**config.mk**
```make
export PLATFORM = sky130hd
export DESIGN_NAME = sram_port_arbiter
export DESIGN_NICKNAME = d
export VERILOG_FILES = /design/src/rtl/sram_port_arbiter.sv
export SDC_FILE = /design/constraint.sdc
export NUM_CORES = 1
export LEC_CHECK = 0
export CORE_AREA = 2 2 122 124
export CTS_CLUSTER_DIAMETER = 80
export DETAILED_ROUTE_END_ITERATION = 10
export DIE_AREA = 0 0 124 126
export PLACE_DENSITY = 0.62
export SKIP_CTS_REPAIR_TIMING = 1
export SYNTH_ARGS = -nofsm -noshare
export SYNTH_HDL_FRONTEND = slang
export SYNTH_SLANG_ARGS = --single-unit
```
**constraint.sdc**
```tcl
create_clock -name clk -period 3.8 [get_ports clk]
set_input_delay 0.76 -clock clk [delete_from_list [all_inputs] [get_ports clk]]
set_output_delay 0.76 -clock clk [all_outputs]
set_load 0.01 [all_outputs]
```
**src/rtl/sram_port_arbiter.sv**
```systemverilog
// Shares one SRAM-like port between the IF and MEM requesters: round-robin
// request arbitration with grant locking, in-order responses routed via an ID FIFO.
module sram_port_arbiter #(
  parameter int unsigned MAX_OUTST = 4,
  parameter int unsigned ID_PTR_W  = 2
) (
  input  logic        clk,
  input  logic        rst,
  input  logic        inst_req,
  input  logic [3:0]  inst_wstrb,
  input  logic [31:0] inst_addr,
  input  logic [31:0] inst_wdata,
  output logic        inst_addr_ok,
  output logic        inst_data_ok,
  output logic [31:0] inst_rdata,
  input  logic        data_req,
  input  logic [3:0]  data_wstrb,
  input  logic [31:0] data_addr,
  input  logic [31:0] data_wdata,
  output logic        data_addr_ok,
  output logic        data_data_ok,
  output logic [31:0] data_rdata,
  output logic        mem_req,
  output logic [3:0]  mem_wstrb,
  output logic [31:0] mem_addr,
  output logic [31:0] mem_wdata,
  input  logic        mem_addr_ok,
  input  logic        mem_data_ok,
  input  logic [31:0] mem_rdata
);

  localparam int unsigned CNT_W = ID_PTR_W + 1;
  localparam logic [CNT_W-1:0] CNT_FULL = CNT_W'(MAX_OUTST);

  logic [CNT_W-1:0]    cnt_q, cnt_d;
  logic [ID_PTR_W-1:0] wr_ptr_q, wr_ptr_d;
  logic [ID_PTR_W-1:0] rd_ptr_q, rd_ptr_d;
  logic [MAX_OUTST-1:0] fifo_q, fifo_d;
  logic                last_grant_q, last_grant_d;
  logic                lock_q, lock_d;
  logic                lock_id_q, lock_id_d;

  logic any_req, full, gnt, accept, pop, head;

  // Grant selection: a locked grant wins, otherwise round-robin on contention
  always_comb begin
    gnt = 1'b0;
    if (lock_q) begin
      gnt = lock_id_q;
    end else if (inst_req && !data_req) begin
      gnt = 1'b0;
    end else if (data_req && !inst_req) begin
      gnt = 1'b1;
    end else if (inst_req && data_req) begin
      gnt = ~last_grant_q;
    end
  end

  // Request mux, accept/response routing; all zero-latency from the shared port
  always_comb begin
    any_req      = inst_req | data_req;
    full         = (cnt_q == CNT_FULL);
    mem_req      = any_req & ~full & ~rst;
    mem_wstrb    = 4'h0;
    mem_addr     = 32'h0;
    mem_wdata    = 32'h0;
    if (any_req && !rst) begin
      mem_wstrb = gnt ? data_wstrb : inst_wstrb;
      mem_addr  = gnt ? data_addr  : inst_addr;
      mem_wdata = gnt ? data_wdata : inst_wdata;
    end
    accept       = mem_req & mem_addr_ok;
    inst_addr_ok = accept & ~gnt;
    data_addr_ok = accept & gnt;
    pop          = mem_data_ok & (cnt_q != '0);
    head         = fifo_q[rd_ptr_q];
    inst_data_ok = pop & ~head;
    data_data_ok = pop & head;
    inst_rdata   = mem_rdata;
    data_rdata   = mem_rdata;
  end

  // Next-state for occupancy, ID FIFO, round-robin history and lock
  always_comb begin
    cnt_d        = cnt_q;
    wr_ptr_d     = wr_ptr_q;
    rd_ptr_d     = rd_ptr_q;
    fifo_d       = fifo_q;
    last_grant_d = last_grant_q;
    lock_d       = lock_q;
    lock_id_d    = lock_id_q;
    if (accept) begin
      fifo_d[wr_ptr_q] = gnt;
      wr_ptr_d         = wr_ptr_q + ID_PTR_W'(1);
      last_grant_d     = gnt;
      lock_d           = 1'b0;
    end else if (mem_req) begin
      lock_d    = 1'b1;
      lock_id_d = gnt;
    end
    if (pop) begin
      rd_ptr_d = rd_ptr_q + ID_PTR_W'(1);
    end
    case ({accept, pop})
      2'b10:   cnt_d = cnt_q + CNT_W'(1);
      2'b01:   cnt_d = cnt_q - CNT_W'(1);
      default: cnt_d = cnt_q;
    endcase
  end

  always_ff @(posedge clk or posedge rst) begin
    if (rst) begin
      cnt_q        <= '0;
      wr_ptr_q     <= '0;
      rd_ptr_q     <= '0;
      fifo_q       <= '0;
      last_grant_q <= 1'b0;
      lock_q       <= 1'b0;
      lock_id_q    <= 1'b0;
    end else begin
      cnt_q        <= cnt_d;
      wr_ptr_q     <= wr_ptr_d;
      rd_ptr_q     <= rd_ptr_d;
      fifo_q       <= fifo_d;
      last_grant_q <= last_grant_d;
      lock_q       <= lock_d;
      lock_id_q    <= lock_id_d;
    end
  end

endmodule

```
==> flow_metrics.tcl <==
set metrics [dict create \
    fin_crit_sh 0.947 \
    yosys_warnings 0 \
    hold_viol 0 \
    ff_latch_area_um2 350 \
    wl_per_cell_um 13.6 \
    avgSynthCellArea_um2 7.40 \
    core_um2 14300 \
    grt_pass1_wl_um 13400 \
    grt.total_usage 0.107 \
    grt_max_degree 68 \
    tightest_slew_ns 0.543 \
    gp_congestion 0.682 \
    hp-start "cnt_q[2]$_DFFE_PP0P_" \
    drc 0 \
    cp_slowest_cell "clkdlybuf4s50_1" \
    antenna_found_initial 1 \
    period_needed_ns 3.60 \
    cts_tree "done" \
    row_count 44 \
    ir_worst_vdd_uv 388 \
    pwr-share-clk 0.115 \
    worstPathArrival_ns 2.84 \
    pwr-share-seq 0.151 \
    slowest_delay_ns 0.58 \
    clock_latency_ns 0.24 \
    cap_violations 0 \
    synth_cell_types 28 \
    die_height_um 126 \
    area.growth.synth_to_final_pct 71.5 \
    multiInputGateArea_um2 1590 \
    yosysSeqAreaShare 0.133 \
    clkSinkCount 14 \
    p_comb_frac 0.734 \
    worst_r2r_endpoint "cnt_q[2]$_DFFE_PP0P_" \
    tns_ns 0 \
    outcome "complete, no violations" \
    crit_buf_inv 3 \
    hp-class "reg2reg" \
    p_per_area_nw_per_um2 422 \
    cp_common_cell "clkdlybuf4s50_1" \
    startpoint_type "input port" \
    rsz0062_at_grt "no" \
    cp_max_fo 34 \
    drt_iter0_markers 62 \
    antenna_cells 0 \
    max_freq_ghz 0.278 \
    grt-ovfl-total 0 \
    die-area_um2 15600 \
    dr.pass1.iters 4 \
    r2r_start "cnt_q[0]$_DFFE_PP0P_" \
    die_w_um 124 \
    power.total_mw 1.91 \
    intPower_mw 1.20 \
    cts_root_buffer "clkbuf_16" \
    cp.required_ns 3.04 \
    slew_headroom 0.638 \
    htreeDepth 1 \
    syn_inst 357 \
    ys_seq_elements 14 \
    start_util 0.185 \
    drive_above_1_share 0.0427 \
    leakage_nw 1.94 \
    clockBufferDepth 2 \
    finClkSkew_ns 0.00348 \
    timing.hold.ws_ns 0.494 \
    crit_path_end_kind "output port" \
    cts_buffers 3 \
    dp_hpwl_um 7580 \
    worst-setup-path-type "in2out" \
    swShare 0.373 \
    first_global_vias 2795 \
    p_sw_mw 0.713 \
    path_clk_slew_ns 0.05 \
    crit_family "buffers and inverters" \
    drt-total-wl_um 9210 \
    via_per_inst 4.12 \
    vias 2784 \
    setup_violations 0 \
    fillers 1501 \
    netlist_area_um2 2640 \
    worst-r2r-cell-count 8 \
    nets 673 \
    regToRegSetupSlack_ns 1.54 \
    path_cells "clkdlybuf4s50_1, nor2b_1, a22oi_2, buf_12, mux2i_1, clkdlybuf4s50_1" \
    min_path_cells 1 \
    drv_slew 0 \
    antenna_left 0 \
    syn-num-nets 537 \
    io_buffers 214 \
    io_pins 311 \
    min_to "cnt_q[2]$_DFFE_PP0P_" \
]
[registers in the layout, indices dropped and copies added, names as in the netlist]
signal / count
fifo_q: 4
last_grant_q: 1
rd_ptr_q: 2
lock_q: 1
lock_id_q: 1
cnt_q: 3
wr_ptr_q: 2
[per-stage QoR]
stage | utilization | instances | setup slack, ns | instance area (um^2)
3_5_place_dp | 0.310 | 672 | 0.182 | 4440
3_3_place_gp | 0.310 | 672 | 0.204 | 4440
4_1_cts | 0.317 | 676 | 0.174 | 4530
6_report | 0.317 | 676 | 0.200 | 4530
2_1_floorplan | - | 357 | 1.35 | 2640
5_1_grt | 0.317 | 676 | 0.0552 | 4530
[power by group through the flow]
| stage | Sequential (mW) | Combinational, mW | Clock [mW] |
|---|---|---|---|
| 6_report | 0.288 | 1.40 | 0.219 |
| 5_1_grt | 0.300 | 1.52 | 0.231 |
| 4_1_cts | 0.289 | 1.43 | 0.224 |
| 3_5_place_dp | 0.290 | 1.42 | 0 |
| 3_3_place_gp | 0.285 | 1.40 | 0 |
| 2_1_floorplan | 0.272 | 0.901 | 0 |
[synth_stat cells]
master,number,share of area
nand2_1,138,0.20
buf_4,82,0.23
mux2i_1,69,0.26
dfrtp_1,14,0.13
inv_1,8,0.011
ha_1,5,0.024
mux2_2,4,0.017
nand4_1,4,0.0095
nor2_1,4,0.0057
xnor2_1,4,0.013
buf_2,3,0.0057
buf_6,3,0.013
a31oi_1,2,0.0047
mux2_4,2,0.011
xor2_1,2,0.0066
a22o_1,1,0.0033
a22oi_1,1,0.0028
and2_1,1,0.0024
and2_4,1,0.0033
clkbuf_8,1,0.0052
fa_1,1,0.0076
mux4_2,1,0.0085
nand3_4,1,0.0066
nor2b_1,1,0.0024
o21a_1,1,0.0028
o21ba_2,1,0.0038
o31ai_1,1,0.0028
or3b_1,1,0.0033
[cells in the final DEF, fill, tap and decap left out, types with 2 or more instances in the layout]
cell type,n
a31oi_1,2
buf_12,4
buf_4,2
clkbuf_16,3
clkdlybuf4s50_1,214
dfrtp_1,14
ha_1,5
inv_1,8
mux2_2,4
mux2_4,2
mux2i_1,69
nand2_1,138
nand4_1,4
nor2_1,4
xnor2_1,4
xor2_1,2
[worst reg2reg max path, cell delays in order (launching register included)]
cell,delay (ns)
dfrtp_1,0.42
or3b_1,0.53
nand3_4,0.20
ha_1,0.21
inv_1,0.06
fa_1,0.37
xor2_1,0.15
nor2_1,0.11
xor2_1,0.15
[routing by layer]
metal / share of wire / vias up / global-route usage
li1: - / 1355 / -
met1: 0.37 / 1219 / 0.114
met2: 0.47 / 190 / 0.193
met3: 0.15 / 18 / 0.0503
met4: 0.012 / 2 / 0.0165
met5: 0.0011 / - / 0
[final cells by class]
type | instances | share of cell area
tap | 184 | 0.0508
clock buffer | 4 | 0.0196
multi-input combinational | 246 | 0.352
timing repair buffer | 220 | 0.494
sequential | 14 | 0.0773
inverter | 8 | 0.00663
[logic make-up (layout without fill, tap and decap cells)]
logic type	count (synthesis)	count (layout)	synth area share
AND/OR/NAND/NOR	151	151	0.229
buffers and inverters	97	232	0.268
multiplexers	76	76	0.298
flip-flops	14	14	0.133
AO/OA/AOI/OAI	7	7	0.0204
adder cells (fa/ha/maj)	6	6	0.0313
XOR/XNOR	6	6	0.0199
[how the worst max path moves through the flow]
stage          cells after the start  slack (ns)            to      from
6_report                           6        0.20  mem_addr[20]  data_req
4_1_cts                            6        0.17  mem_addr[20]  data_req
3_3_place_gp                       6        0.20  mem_addr[20]  data_req
2_1_floorplan                      6        1.35  mem_addr[17]       rst
3_5_place_dp                       6        0.18  mem_addr[20]  data_req
5_1_grt                            6        0.06   mem_addr[7]  data_req
No activity file was read; power rests on OpenSTA's default activity.
